`src/rtl/arbitro_solicitante.sv`:
```
// Requester-side agent for a 4-way priority arbiter: takes a burst job, requests
// the shared resource, streams its beats while granted and releases with an idle gap.
module arbitro_solicitante #(
  parameter int ID      = 0,
  parameter int TIMEOUT = 64,
  parameter int CNT_W   = 8
) (
  input  logic             clk,
  input  logic             rst_n,
  input  logic             job_valid,
  input  logic [3:0]       job_len,
  output logic             job_ready,
  output logic             Req,
  input  logic [3:0]       Grant,
  input  logic [1:0]       Grant_num,
  input  logic             Av,
  output logic             bus_en,
  output logic [4:0]       beats_left,
  output logic             done,
  output logic             timeout_err,
  output logic             proto_err,
  output logic [CNT_W-1:0] preempt_cnt
);

  typedef enum logic [1:0] {S_IDLE, S_REQ, S_OWN, S_REL} state_t;

  localparam logic [3:0]       ID_MASK  = 4'(1 << ID);
  localparam logic [1:0]       ID_NUM   = 2'(ID);
  localparam logic [CNT_W-1:0] WAIT_MAX = CNT_W'(TIMEOUT - 1);
  localparam logic [CNT_W-1:0] CNT_SAT  = {CNT_W{1'b1}};

  state_t           state_q, state_d;
  logic             job_ready_q, job_ready_d;
  logic             req_q, req_d;
  logic             bus_en_q, bus_en_d;
  logic [4:0]       beats_q, beats_d;
  logic             done_q, done_d;
  logic             tout_q, tout_d;
  logic             proto_q, proto_d;
  logic [CNT_W-1:0] preempt_q, preempt_d;
  logic [CNT_W-1:0] wait_q, wait_d;

  logic grant_id;
  logic mine;
  logic grant_bad;

  assign grant_id  = |(Grant & ID_MASK);
  assign mine      = Av & grant_id;
  // Encoded and one-hot grant must agree for this port; a grant without Av is also illegal.
  assign grant_bad = Av ? (grant_id != (Grant_num == ID_NUM)) : grant_id;

  always_comb begin
    state_d     = state_q;
    job_ready_d = job_ready_q;
    req_d       = req_q;
    bus_en_d    = bus_en_q;
    beats_d     = beats_q;
    done_d      = 1'b0;
    tout_d      = 1'b0;
    proto_d     = proto_q | grant_bad;
    preempt_d   = preempt_q;
    wait_d      = wait_q;

    case (state_q)
      S_IDLE: begin
        if (job_valid) begin
          beats_d     = {1'b0, job_len} + 5'd1;
          wait_d      = '0;
          req_d       = 1'b1;
          job_ready_d = 1'b0;
          state_d     = S_REQ;
        end
      end
      S_REQ: begin
        if (wait_q != CNT_SAT) wait_d = wait_q + CNT_W'(1);
        if (mine) begin
          bus_en_d = 1'b1;
          state_d  = S_OWN;
        end else if (wait_q == WAIT_MAX) begin
          req_d       = 1'b0;
          tout_d      = 1'b1;
          job_ready_d = 1'b1;
          beats_d     = '0;
          state_d     = S_IDLE;
        end
      end
      S_OWN: begin
        if (mine) begin
          beats_d = beats_q - 5'd1;
          if (beats_q == 5'd1) begin
            bus_en_d = 1'b0;
            req_d    = 1'b0;
            done_d   = 1'b1;
            state_d  = S_REL;
          end
        end else begin
          // Preempted: the current cycle carries no beat, keep requesting.
          bus_en_d = 1'b0;
          wait_d   = '0;
          if (preempt_q != CNT_SAT) preempt_d = preempt_q + CNT_W'(1);
          state_d  = S_REQ;
        end
      end
      S_REL: begin
        job_ready_d = 1'b1;
        state_d     = S_IDLE;
      end
      default: state_d = S_IDLE;
    endcase
  end

  always_ff @(posedge clk or negedge rst_n) begin
    if (!rst_n) begin
      state_q     <= S_IDLE;
      job_ready_q <= 1'b1;
      req_q       <= 1'b0;
      bus_en_q    <= 1'b0;
      beats_q     <= '0;
      done_q      <= 1'b0;
      tout_q      <= 1'b0;
      proto_q     <= 1'b0;
      preempt_q   <= '0;
      wait_q      <= '0;
    end else begin
      state_q     <= state_d;
      job_ready_q <= job_ready_d;
      req_q       <= req_d;
      bus_en_q    <= bus_en_d;
      beats_q     <= beats_d;
      done_q      <= done_d;
      tout_q      <= tout_d;
      proto_q     <= proto_d;
      preempt_q   <= preempt_d;
      wait_q      <= wait_d;
    end
  end

  assign job_ready   = job_ready_q;
  assign Req         = req_q;
  assign bus_en      = bus_en_q;
  assign beats_left  = beats_q;
  assign done        = done_q;
  assign timeout_err = tout_q;
  assign proto_err   = proto_q;
  assign preempt_cnt = preempt_q;

endmodule
```
`config.mk`:
```
export PLATFORM = sky130hd
export DESIGN_NAME = arbitro_solicitante
export DESIGN_NICKNAME = d
export VERILOG_FILES = /design/src/rtl/arbitro_solicitante.sv
export SDC_FILE = /design/constraint.sdc
export NUM_CORES = 1
export LEC_CHECK = 0
export BUFFER_PORTS_ARGS = -buffer_cell sky130_fd_sc_hd__buf_2
export CAP_MARGIN = 20
export CORE_ASPECT_RATIO = 1.1
export CORE_MARGIN = 2
export CORE_UTILIZATION = 58
export DETAILED_ROUTE_END_ITERATION = 10
export PLACE_DENSITY = 0.94
export REMOVE_ABC_BUFFERS = 1
export SKIP_CTS_REPAIR_TIMING = 1
export SLEW_MARGIN = 0
export SYNTH_ARGS = -nofsm -noshare
export SYNTH_HDL_FRONTEND = slang
export SYNTH_SLANG_ARGS = --single-unit
```
`constraint.sdc`:
```
create_clock -name clk -period 6.1 [get_ports clk]
set_input_delay 0.61 -clock clk [delete_from_list [all_inputs] [get_ports clk]]
set_output_delay 0.61 -clock clk [all_outputs]
set_load 0.02 [all_outputs]
```
After elaboration in Yosys (flattened, before gate mapping):

Cells that the tools add are included.

* bits in registers: 29
* output and inout bits: 19

* $add $sub $neg: 4
* equal/unequal tests: 18
* multiplexer cells: 35
* bitwise logic cells: 3
* reduce and logical (&&, ||, !) cells: 12

Operator list (number)
* 8-bit two-way mux: 3
* 8-bit one-hot mux with 3 select lines: 1
* 5-bit two-way mux: 4
* 1-bit two-way mux: 17
* 8-bit by 1-bit adder with 8-bit output, second input constant: 2
* 2-bit inequality test, second input constant: 8
* 8-bit inequality test, second input constant: 2
* 5-bit one-hot mux with 3 select lines: 1
* 2-bit two-way mux: 5
* 3-bit AND reduction: 3
* 8-bit by 6-bit == test with 1-bit output, second input constant: 1
* 2-bit one-hot mux with 4 select lines: 1
* 4-bit AND reduction: 2
* 3-bit inequality test, second input constant: 2
* 1-bit one-hot mux with 3 select lines: 2
* 6-bit AND reduction: 1
* 3-bit nonzero test: 2
* 4-bit by 1-bit adder with 5-bit output, second input constant: 1
* 5-bit by 1-bit == test with 1-bit output, second input constant: 1
* 5-bit AND reduction: 1
* 5-bit by 1-bit subtractor with 5-bit output, second input constant: 1
* 2-bit == test, second input constant: 2
* 2-bit zero test: 2
* 2-bit by 1-bit == test with 1-bit output, second input constant: 1
* 6 further kinds: 6

Depth between registers and ports, before layout:

Gate-level depths: netlist (run 1).

* depth in word-level cells: 4
* mapped depth: 8

Least setup slack after synthesis (run 1):

OpenSTA, ideal clock, no wires.

* path kind: register -> register
* start: reg beats_q[1] (netlist: beats_left[1])
* end: reg state_q[1]
* setup time: 0.125 ns
* data arrival time: 2.023 ns
* data required time: 5.975 ns
* setup slack: 3.952 ns
* stages on the path, launching flop included: 6
* buffers on the path: 0
* period minus slack after synthesis: 2.148 ns
* cells stage by stage: dfrtp_1 inv_1 ha_1 or4b_2 a221oi_1 mux2_2

* cells in the longest elaborated chain, start to end: 3

RTL lines
* from (decl): line 36 `logic [4:0] beats_q, beats_d;`
* from (signal assigned): line 129 `beats_q <= beats_d;`
* 5-bit by 1-bit == test with 1-bit output: line 90 `if (beats_q == 5'd1) begin`
* 3-bit inequality test (no line)
* 3-bit AND reduction (no line)
* to (signal assigned): line 125 `state_q <= state_d;`
* to (decl): line 32 `state_t state_q, state_d;`

Every way passes these cells.
A chain may end at the register's enable or synchronous reset.

Final worst setup path (run 1):

* start: reg state_q[0]
* end: reg wait_q[5]

* cells in the longest elaborated chain, start to end: 3
* elaborated cells between the ends (all ways): 9
* classes of those cells: 5 x eq/ne; 1 x mux; 3 x reduce/logical

RTL lines
* 2-bit by 1-bit == test with 1-bit output (tied with other cells): line 64 `case (state_q)`
* 2-bit inequality test (no line) / 3-bit nonzero test (equally long branches)
* 4-bit AND reduction (no line)
* to (signal assigned): line 134 `wait_q <= wait_d;`
* to (decl): line 41 `logic [CNT_W-1:0] wait_q, wait_d;`

Parallel ways exist; a longest one is shown, timed or not.

==> run_summary.xml, run 1 <==
<?xml version="1.0" encoding="UTF-8"?>
<metrics>
  <group name="status">
    <metric name="run_status" unit="">complete, no violations</metric>
  </group>
  <group name="logic_synthesis">
    <metric name="async_flop_share" unit="">1.00</metric>
    <metric name="post_synth_inst_count" unit="">173</metric>
    <metric name="synth_fa_ha_area_frac" unit="">0.0749</metric>
    <metric name="synth-compound-area-share" unit="">0.178</metric>
    <metric name="ys.flop_type" unit="">dfrtp_1</metric>
    <metric name="synth_enable_flop_cells" unit="">0</metric>
    <metric name="synth.avg_cell_area" unit="µm²">9.66</metric>
    <metric name="post_synth_and_or_nand_nor_area_fraction" unit="">0.193</metric>
    <metric name="synth_top_family_by_area" unit="">simple AND/OR/NAND/NOR gates</metric>
    <metric name="yosys_warnings" unit="">0</metric>
    <metric name="netlist-cell-type-count" unit="">40</metric>
    <metric name="synth_seq_area_share" unit="">0.435</metric>
    <metric name="post_synth_instance_area" unit="µm²">1670</metric>
    <metric name="postSynthRegisterBits" unit="">29</metric>
    <metric name="yosys-mux-area-fraction" unit="">0.0254</metric>
    <metric name="synthXorXnorAreaFrac" unit="">0.0524</metric>
  </group>
  <group name="power">
    <metric name="power.leakage" unit="nW">0.927</metric>
    <metric name="maximum_resistive_drop_on_vdd" unit="mV">0.289</metric>
    <metric name="power-per-cell-area" unit="nW/µm²">408</metric>
    <metric name="finalPower" unit="mW">0.768</metric>
  </group>
  <group name="sta">
    <metric name="grt_setup_unrepaired" unit="">no</metric>
    <metric name="finalCritPeriodShare" unit="">0.402</metric>
    <metric name="maxSlewHeadroom" unit="">0.529</metric>
    <metric name="setup_tns" unit="ps">0</metric>
    <metric name="max_slew.worst_pin.slew" unit="ps">703</metric>
    <metric name="skew" unit="ps">18.0</metric>
    <metric name="max_clock_freq" unit="GHz">0.408</metric>
    <metric name="setup-violations-final" unit="">0</metric>
    <metric name="final_period_minus_worst_setup_slack" unit="ps">2450</metric>
    <metric name="post-route-worst-setup-slack" unit="ps">3650</metric>
    <metric name="number_of_max_slew_violations_in_the_final_report" unit="">0</metric>
    <metric name="final-hold-violation-count" unit="">0</metric>
  </group>
  <group name="final_layout">
    <metric name="areaGrowthSynthToFinish" unit="%">12.6</metric>
    <metric name="fill_cells" unit="">243</metric>
    <metric name="design.final.nets" unit="">228</metric>
    <metric name="post-route-util" unit="">0.684</metric>
    <metric name="final_layout_size_suffix_gt1_frac" unit="">0.210</metric>
    <metric name="layout.cells.most_common" unit="">buf_2</metric>
    <metric name="most-common-layout-cells" unit="">buf_2, dfrtp_1, nor2_1</metric>
    <metric name="antenna_cells_inserted" unit="">0</metric>
  </group>
  <group name="drt">
    <metric name="routed_wirelength" unit="mm">3.57</metric>
    <metric name="detailedRoute.firstIterationViolations" unit="">43</metric>
    <metric name="drc_errors" unit="">0</metric>
    <metric name="vias_per_cell" unit="">6.03</metric>
    <metric name="post_drt_wl_per_cell" unit="µm">15.0</metric>
    <metric name="detailroute.via_count" unit="">1434</metric>
    <metric name="final_antenna_net_count" unit="">0</metric>
    <metric name="dr.pass1.iters" unit="">4</metric>
  </group>
  <group name="clock_network">
    <metric name="cts_root_buf" unit="">clkbuf_4</metric>
    <metric name="clock_tree.htree_level_count" unit="">2</metric>
    <metric name="cts_tree" unit="">built</metric>
    <metric name="clk_latency" unit="ps">350</metric>
    <metric name="cts-root-to-sink-buffers" unit="">2</metric>
    <metric name="cts_buffers" unit="">5</metric>
    <metric name="clkSlewWorstSetupHoldPaths" unit="ps">100</metric>
    <metric name="cts.sinks" unit="">29</metric>
  </group>
  <group name="floorplanning">
    <metric name="floorplan.die.width" unit="µm">55.2</metric>
    <metric name="design.core.area" unit="µm²">2750</metric>
    <metric name="die_area" unit="µm²">3330</metric>
    <metric name="die_height" unit="µm">60.3</metric>
    <metric name="floorplan.io_pins" unit="">33</metric>
    <metric name="rows" unit="">20</metric>
    <metric name="initial_core_util" unit="">0.607</metric>
  </group>
  <group name="worst_setup_path">
    <metric name="start_kind" unit="">register</metric>
    <metric name="critical_path_class" unit="">reg -&gt; reg</metric>
    <metric name="worstPathArrival" unit="ps">2700</metric>
    <metric name="worstPathRequired" unit="ps">6350</metric>
    <metric name="critical_path.endpoint_type" unit="">register</metric>
    <metric name="crit_fanout" unit="">12</metric>
  </group>
  <group name="place">
    <metric name="routabilityCongestion" unit="">0.872</metric>
    <metric name="pre_cts_ws" unit="ps">3660</metric>
    <metric name="numPortBuffers" unit="">29</metric>
    <metric name="dp_hpwl" unit="mm">2.56</metric>
  </group>
  <group name="global_routing">
    <metric name="global_route.usage.total" unit="">0.246</metric>
    <metric name="maximum_number_of_pins_on_one_net_before_global_route_repair" unit="">30</metric>
    <metric name="number_of_global_route_vias_before_repair" unit="">1348</metric>
    <metric name="antenna_found_initial" unit="">0</metric>
    <metric name="grt.overflow.total" unit="">0</metric>
    <metric name="grt_first_pass_wirelength" unit="mm">5.75</metric>
  </group>
  <group name="min_path">
    <metric name="holdCritPathClass" unit="">in -&gt; async</metric>
  </group>
  <group name="job">
    <metric name="drv_cap" unit="">0</metric>
  </group>
</metrics>
[final timing paths]
| path | end | depth (start not counted) | slack (ps) | startpoint |
|---|---|---|---|---|
| setup / recovery | wait_q[5] | 6 | 3650 | state_q[0] |
| hold / removal | wait_q[3] | 1 | 260 | rst_n |
| setup reg to reg | wait_q[5] | 6 | 3650 | state_q[0] |
| hold reg to reg | proto_err | 1 | 470 | proto_err |
| max in group asynchronous | preempt_cnt[1] | 1 | 5420 | rst_n |
| min in group clk | proto_err | 1 | 470 | proto_err |
[per-stage QoR]
step                std cells  hold WS (ps)  cell area (µm²)
floorplan                 167           314             1640
global placement          230           448             1830
detailed placement        230           448             1830
CTS                       238           282             1880
global route              238           313             1880
finish                    238           259             1880
[synth_stat cells, types with 2 or more instances]
cell type / count / share of area
ha_1: 10 / 0.075
dfrtp_1: 28 / 0.42
o22ai_1: 2 / 0.0075
and3_1: 2 / 0.0075
xnor2_1: 2 / 0.010
nand2b_1: 2 / 0.0075
a31oi_1: 4 / 0.015
nor3_1: 8 / 0.024
nor4b_1: 2 / 0.010
nor2_1: 13 / 0.029
nand3_1: 8 / 0.024
mux2i_1: 2 / 0.012
clkbuf_1: 4 / 0.0090
a21oi_1: 6 / 0.018
nor2b_1: 2 / 0.0075
o21ai_0: 11 / 0.033
nand2_1: 10 / 0.022
xor2_1: 8 / 0.042
o31ai_1: 12 / 0.054
mux2_2: 2 / 0.013
and2_1: 2 / 0.0075
inv_1: 10 / 0.022
o21a_1: 2 / 0.0090
o32a_1: 2 / 0.012
or3_1: 4 / 0.015
[report_power, final]
group	switching, mW	leakage (nW)	internal, mW	total (mW)
Clock	0.0663	0.0265	0.0458	0.112
Combinational	0.233	0.526	0.143	0.376
Sequential	0.0411	0.375	0.238	0.279
Total	0.340	0.927	0.428	0.768
[worst max-delay path, cell delays in order (launching register included)]
cell and delay [ps]:
dfrtp_1 390, inv_1 110, ha_1 300, and3_4 190
or3_1 510, or3_1 510, o41ai_2 350
[metal layers]
layer,vias to the layer above,wire [µm],share of wire,track usage
met5,-,0,0,0
met4,0,83,0.023,0.157
met3,8,165,0.046,0.0550
met2,45,1870,0.52,0.406
met1,689,1450,0.41,0.282
li1,692,-,-,-
[cell families (layout without fill, tap and decap cells)]
group / count (synthesis) / in the layout
and+or+nand+nor: 60 / 60
AOI/OAI and AO/OA: 44 / 44
DFF: 29 / 29
buffers and inverters: 16 / 48
adders and majority gates: 10 / 10
xor gates and xnor gates: 10 / 10
muxes: 4 / 4
[cell type report]
class                      instances  area, µm²  area share
clock buffer                       8       48.8      0.0259
inverter                          10       37.5      0.0199
multi-input combinational        128        876       0.465
sequential                        29        727       0.386
tap                               33       41.3      0.0219
timing repair buffer              30        153      0.0811
[registers in the layout (all words and copies together), names as in the netlist]
| signal | flops |
|---|---|
| preempt_cnt | 8 |
| wait_q | 8 |
| beats_left | 5 |
| state_q | 2 |
| Req | 1 |
| bus_en | 1 |
| done | 1 |
| job_ready | 1 |
| proto_err | 1 |
| timeout_err | 1 |
No activity file was read; power rests on OpenSTA's default activity.
==> inputs of run 2 (changes only) <==
--- a/config.mk
+++ b/config.mk
@@ -9,9 +9,9 @@
 export CAP_MARGIN = 20
 export CORE_ASPECT_RATIO = 1.1
 export CORE_MARGIN = 2
-export CORE_UTILIZATION = 58
+export CORE_UTILIZATION = 49
 export DETAILED_ROUTE_END_ITERATION = 10
-export PLACE_DENSITY = 0.94
+export PLACE_DENSITY = 0.86
 export REMOVE_ABC_BUFFERS = 1
 export SKIP_CTS_REPAIR_TIMING = 1
 export SLEW_MARGIN = 0
==> constraint.sdc (replaced) <==
create_clock -name clk -period 2 [get_ports clk]
set_input_delay 0.2 -clock clk [delete_from_list [all_inputs] [get_ports clk]]
set_output_delay 0.2 -clock clk [all_outputs]
set_load 0.02 [all_outputs]
==> run 2 against run 1 <==
Global-route usage shrank 4.1 points. Combinational power grew to 4.3 times the previous value. Non-clock buffer count grew 25. Power grew to 3.7 times the previous value. Clock skew fell by 9.0 ps. Critical endpoint is now wait_q[2]. Largest power group unchanged.
==> run_summary.xml, run 2 (synthesis gave the netlist of run 1 again) <==
<?xml version="1.0" encoding="UTF-8"?>
<metrics>
  <group name="power">
    <metric name="maximum_resistive_drop_on_vdd" unit="mV">0.750</metric>
    <metric name="power-per-cell-area" unit="nW/µm²">1310</metric>
    <metric name="power.leakage" unit="nW">1.08</metric>
  </group>
  <group name="clock_network">
    <metric name="clk_latency" unit="ps">320</metric>
    <metric name="cts-root-to-sink-buffers" unit="">2</metric>
    <metric name="cts.sinks" unit="">29</metric>
    <metric name="cts_root_buf" unit="">clkbuf_4</metric>
    <metric name="clkSlewWorstSetupHoldPaths" unit="ps">90</metric>
    <metric name="clock_tree.htree_level_count" unit="">2</metric>
    <metric name="cts_buffers" unit="">5</metric>
    <metric name="cts_tree" unit="">built</metric>
  </group>
  <group name="final_layout">
    <metric name="layout.cells.most_common" unit="">buf_2</metric>
    <metric name="finalNonFillerCells" unit="">266</metric>
    <metric name="final_layout_size_suffix_gt1_frac" unit="">0.352</metric>
    <metric name="most-common-layout-cells" unit="">buf_2, dfrtp_1, buf_4</metric>
    <metric name="antenna_cells_inserted" unit="">0</metric>
    <metric name="design.final.nets" unit="">253</metric>
    <metric name="areaGrowthSynthToFinish" unit="%">28.8</metric>
  </group>
  <group name="drt">
    <metric name="routed_wirelength" unit="mm">3.79</metric>
    <metric name="dr.pass1.iters" unit="">4</metric>
    <metric name="detailedRoute.firstIterationViolations" unit="">67</metric>
    <metric name="vias_per_cell" unit="">5.73</metric>
    <metric name="drc_errors" unit="">0</metric>
    <metric name="post_drt_wl_per_cell" unit="µm">14.2</metric>
    <metric name="final_antenna_net_count" unit="">0</metric>
    <metric name="detailroute.via_count" unit="">1525</metric>
  </group>
  <group name="min_path">
    <metric name="holdCritPathClass" unit="">in -&gt; reg</metric>
  </group>
  <group name="sta">
    <metric name="number_of_max_slew_violations_in_the_final_report" unit="">0</metric>
    <metric name="max_clock_freq" unit="GHz">0.522</metric>
    <metric name="setup_tns" unit="ps">0</metric>
    <metric name="finalCritPeriodShare" unit="">0.957</metric>
    <metric name="maxSlewHeadroom" unit="">0.582</metric>
    <metric name="final_period_minus_worst_setup_slack" unit="ps">1910</metric>
    <metric name="skew" unit="ps">8.96</metric>
    <metric name="final-hold-violation-count" unit="">0</metric>
    <metric name="max_slew.worst_pin.slew" unit="ps">627</metric>
    <metric name="setup-violations-final" unit="">0</metric>
  </group>
  <group name="place">
    <metric name="routabilityCongestion" unit="">0.882</metric>
    <metric name="place_inst" unit="">257</metric>
    <metric name="dp_hpwl" unit="mm">2.74</metric>
    <metric name="numPortBuffers" unit="">29</metric>
  </group>
  <group name="global_routing">
    <metric name="antenna_found_initial" unit="">0</metric>
    <metric name="number_of_global_route_vias_before_repair" unit="">1469</metric>
    <metric name="global_route.usage.total" unit="">0.205</metric>
    <metric name="maximum_number_of_pins_on_one_net_before_global_route_repair" unit="">30</metric>
    <metric name="grt.overflow.total" unit="">0</metric>
    <metric name="grt_first_pass_wirelength" unit="mm">6.19</metric>
  </group>
  <group name="job">
    <metric name="drv_cap" unit="">0</metric>
  </group>
  <group name="floorplanning">
    <metric name="floorplan.io_pins" unit="">33</metric>
    <metric name="initial_core_util" unit="">0.506</metric>
    <metric name="floorplan.die.width" unit="µm">59.7</metric>
    <metric name="design.core.area" unit="µm²">3300</metric>
    <metric name="rows" unit="">22</metric>
    <metric name="die_area" unit="µm²">3900</metric>
    <metric name="die_height" unit="µm">65.3</metric>
  </group>
  <group name="worst_setup_path">
    <metric name="worstPathRequired" unit="ps">2260</metric>
    <metric name="reg2reg_slack" unit="ps">90</metric>
    <metric name="critical_path.endpoint_type" unit="">register</metric>
    <metric name="critical_path_class" unit="">reg -&gt; reg</metric>
    <metric name="worstPathArrival" unit="ps">2170</metric>
    <metric name="crit_fanout" unit="">5</metric>
    <metric name="start_kind" unit="">register</metric>
  </group>
  <group name="status">
    <metric name="run_status" unit="">complete, no violations</metric>
  </group>
</metrics>
## run 2: cell count changes in the layout (fill, tap and decap cells not counted), sizes merged
cell and change:
buf +24, clkbuf -1, clkinv +1, dlygate4sd3 +1
## run 2: area by class of cell
type	instances	area, µm²
multi-input combinational	128	931
timing repair buffer	55	343
inverter	10	37.5
clock inverter	1	5.00
tap	36	45.0
clock buffer	7	65.1
sequential	29	727
fill	264	1150
## run 2: routing by layer
layer | wire length [µm] | GRT usage | share of wire | vias up
li1 | - | - | - | 741
met1 | 1510 | 0.240 | 0.40 | 732
met2 | 2020 | 0.351 | 0.53 | 40
met3 | 115 | 0.0315 | 0.030 | 12
met4 | 144 | 0.114 | 0.038 | 0
met5 | 0 | 0 | 0 | -
## run 2: stage by stage
stage                     power, mW  cell area [µm²]  hold slack (ps)  setup slack (ps)  utilization
after detailed placement       2.31             2020              259             -79.1        0.611
after global placement         2.25             2020              257             -30.9        0.611
after CTS                      2.72             2090            -96.8             -96.8        0.632
after floorplan                1.68             1640            -95.6              -191            -
after global routing           3.06             2150              198             -18.7        0.652
final                          2.83             2150              184              85.0        0.652
## run 2: worst paths after layout
kind                             from       endpoint  cells after the start
setup reg to reg           state_q[0]      wait_q[2]                      6
max in group asynchronous       rst_n  beats_left[3]                      2
hold reg to reg             proto_err      proto_err                      1
setup / recovery           state_q[0]      wait_q[2]                      6
hold / removal               Grant[0]      proto_err                      3
min in group asynchronous       rst_n      wait_q[0]                      2
## run 2: where the power goes
group / switching [mW] / internal [mW]
Sequential: 0.0949 / 0.727
Clock: 0.200 / 0.204
Combinational: 0.851 / 0.755
## run 2: worst max-delay path, cell delays in order, from the launching register on
cell and delay [ps]:
dfrtp_1 390, buf_4 140, ha_1 210, or3_4 410, or3_4 440, buf_4 150, o21ai_1 110
==> inputs of run 3 (changes only) <==
--- a/config.mk
+++ b/config.mk
@@ -5,13 +5,13 @@
 export SDC_FILE = /design/constraint.sdc
 export NUM_CORES = 1
 export LEC_CHECK = 0
-export BUFFER_PORTS_ARGS = -buffer_cell sky130_fd_sc_hd__buf_2
 export CAP_MARGIN = 20
 export CORE_ASPECT_RATIO = 1.1
 export CORE_MARGIN = 2
-export CORE_UTILIZATION = 49
+export CORE_UTILIZATION = 56
 export DETAILED_ROUTE_END_ITERATION = 10
-export PLACE_DENSITY = 0.86
+export DONT_BUFFER_PORTS = 1
+export PLACE_DENSITY = 0.85
 export REMOVE_ABC_BUFFERS = 1
 export SKIP_CTS_REPAIR_TIMING = 1
 export SLEW_MARGIN = 0
==> run 3 against run 2 <==
The flow now finishes with violations (setup timing). Global-route usage rose by 2.4 points. Routed wire length rose by 8.5%. Non-clock buffer count fell by 29. First-iteration DRC count rose by 73%. Design area fell by 4.3%. Combinational power fell by 5%. Fmax fell by 5.2%. Critical path type unchanged. Critical endpoint is now wait_q[7].
==> run_summary.xml, run 3 (synthesis gave the netlist of run 1 again) <==
<?xml version="1.0" encoding="UTF-8"?>
<metrics>
  <group name="place">
    <metric name="pre_cts_ws" unit="ps">-174</metric>
    <metric name="routabilityCongestion" unit="">0.857</metric>
    <metric name="numPortBuffers" unit="">0</metric>
    <metric name="place_inst" unit="">223</metric>
    <metric name="dp_hpwl" unit="mm">2.75</metric>
  </group>
  <group name="drt">
    <metric name="routed_wirelength" unit="mm">4.11</metric>
    <metric name="final_antenna_net_count" unit="">0</metric>
    <metric name="dr.pass1.iters" unit="">4</metric>
    <metric name="drc_errors" unit="">0</metric>
    <metric name="vias_per_cell" unit="">6.21</metric>
    <metric name="post_drt_wl_per_cell" unit="µm">17.6</metric>
    <metric name="detailedRoute.firstIterationViolations" unit="">116</metric>
    <metric name="detailroute.via_count" unit="">1454</metric>
  </group>
  <group name="worst_setup_path">
    <metric name="worstPathArrival" unit="ps">2290</metric>
    <metric name="critical_path_class" unit="">reg -&gt; reg</metric>
    <metric name="worstPathRequired" unit="ps">2270</metric>
    <metric name="rr_startpoint" unit="">state_q[1]</metric>
    <metric name="crit_fanout" unit="">4</metric>
    <metric name="crit_start" unit="">state_q[1]</metric>
    <metric name="critical_path.endpoint_type" unit="">register</metric>
    <metric name="start_kind" unit="">register</metric>
  </group>
  <group name="global_routing">
    <metric name="antenna_found_initial" unit="">0</metric>
    <metric name="grt.overflow.total" unit="">0</metric>
    <metric name="number_of_global_route_vias_before_repair" unit="">1304</metric>
    <metric name="grt-busiest-layer" unit="">met2</metric>
    <metric name="global_route.usage.total" unit="">0.229</metric>
    <metric name="globalRouteMet2Util" unit="">0.387</metric>
    <metric name="maximum_number_of_pins_on_one_net_before_global_route_repair" unit="">30</metric>
    <metric name="grt_first_pass_wirelength" unit="mm">5.93</metric>
    <metric name="met3_usage" unit="">0.0777</metric>
    <metric name="use_met1" unit="">0.279</metric>
  </group>
  <group name="final_layout">
    <metric name="layout.cells.most_common" unit="">dfrtp_1</metric>
    <metric name="final_layout_size_suffix_gt1_frac" unit="">0.284</metric>
    <metric name="antenna_cells_inserted" unit="">0</metric>
    <metric name="design.final.nets" unit="">224</metric>
    <metric name="areaGrowthSynthToFinish" unit="%">23.3</metric>
    <metric name="most-common-layout-cells" unit="">dfrtp_1, buf_4, nor2_1</metric>
    <metric name="fill_cells" unit="">204</metric>
    <metric name="finalNonFillerCells" unit="">234</metric>
  </group>
  <group name="clock_network">
    <metric name="cts.sinks" unit="">29</metric>
    <metric name="clock_tree.htree_level_count" unit="">2</metric>
    <metric name="clkSlewWorstSetupHoldPaths" unit="ps">90</metric>
    <metric name="clk_latency" unit="ps">330</metric>
    <metric name="cts-root-to-sink-buffers" unit="">2</metric>
    <metric name="cts_root_buf" unit="">clkbuf_4</metric>
    <metric name="cts_buffers" unit="">5</metric>
    <metric name="cts_tree" unit="">built</metric>
  </group>
  <group name="sta">
    <metric name="final-hold-violation-count" unit="">0</metric>
    <metric name="finalCritPeriodShare" unit="">1.01</metric>
    <metric name="final_period_minus_worst_setup_slack" unit="ps">2020</metric>
    <metric name="maxSlewHeadroom" unit="">0.694</metric>
    <metric name="grt_setup_unrepaired" unit="">yes</metric>
    <metric name="setup-violations-final" unit="">1</metric>
    <metric name="max_clock_freq" unit="GHz">0.495</metric>
    <metric name="max_slew.worst_pin.slew" unit="ps">453</metric>
    <metric name="number_of_max_slew_violations_in_the_final_report" unit="">0</metric>
    <metric name="hold_slack" unit="ps">13.2</metric>
    <metric name="skew" unit="ps">5.07</metric>
    <metric name="post-route-worst-setup-slack" unit="ps">-19.8</metric>
  </group>
  <group name="power">
    <metric name="power-per-cell-area" unit="nW/µm²">1340</metric>
    <metric name="finalPower" unit="mW">2.77</metric>
    <metric name="power.leakage" unit="nW">0.945</metric>
    <metric name="maximum_resistive_drop_on_vdd" unit="mV">1.01</metric>
  </group>
  <group name="status">
    <metric name="run_status" unit="">complete, but fails checks</metric>
    <metric name="violations_in_the_final_reports" unit="">setup timing</metric>
  </group>
  <group name="floorplanning">
    <metric name="floorplan.io_pins" unit="">33</metric>
    <metric name="die_area" unit="µm²">3440</metric>
    <metric name="floorplan.die.width" unit="µm">56.1</metric>
    <metric name="initial_core_util" unit="">0.596</metric>
    <metric name="design.core.area" unit="µm²">2800</metric>
    <metric name="rows" unit="">20</metric>
    <metric name="die_height" unit="µm">61.3</metric>
  </group>
  <group name="job">
    <metric name="drv_cap" unit="">0</metric>
  </group>
  <group name="min_path">
    <metric name="hold_path_startpoint" unit="">Grant[0]</metric>
    <metric name="holdCritPathClass" unit="">in -&gt; reg</metric>
  </group>
</metrics>
[run 3: per-layer routing]
metal  vias to the layer above  routed length [µm]
met5                         -                   0
met3                         9                 313
met1                       689                1680
li1                        684                   -
met4                         0                  75
met2                        72                2040
[run 3: power by group]
| group | total (mW) | switching, mW | internal (mW) |
|---|---|---|---|
| Clock | 0.342 | 0.209 | 0.133 |
| Combinational | 1.53 | 0.825 | 0.704 |
| Sequential | 0.897 | 0.169 | 0.727 |
[run 3: worst max-delay path: stages (launching register included)]
cell	delay, ps
dfrtp_1	450
ha_2	220
and3_4	150
or3_4	370
buf_6	130
or4_4	510
a21oi_2	140
[run 3: path summary, 6_finish.rpt]
check | end | slack, ps | depth (start not counted)
min in group asynchronous | wait_q[4] | 290 | 2
worst min register to register | wait_q[0] | 530 | 1
worst max-delay path | wait_q[7] | -20 | 6
worst max register to register | wait_q[7] | -20 | 6
max in group asynchronous | job_ready | 1480 | 2
worst min-delay path | proto_err | 10 | 2
[run 3: final cells by class]
| type | instances | area, µm² | area share |
|---|---|---|---|
| clock inverters | 2 | 10.0 | 0.00486 |
| multi-input cells | 128 | 986 | 0.478 |
| inverters | 10 | 37.5 | 0.0182 |
| clock buffers | 6 | 41.3 | 0.0200 |
| flip-flops and latches | 29 | 727 | 0.353 |
| well taps | 33 | 41.3 | 0.0200 |
| repair buffers | 26 | 218 | 0.106 |
[run 3: stage by stage]
stage               utilization  instance area, µm²  setup TNS, ps
floorplan                     -                1640           -744
CTS                       0.680                1910           -534
detailed placement        0.662                1850           -366
finish                    0.735                2060          -19.8
global placement          0.662                1850           -114
global route              0.735                2060           -142
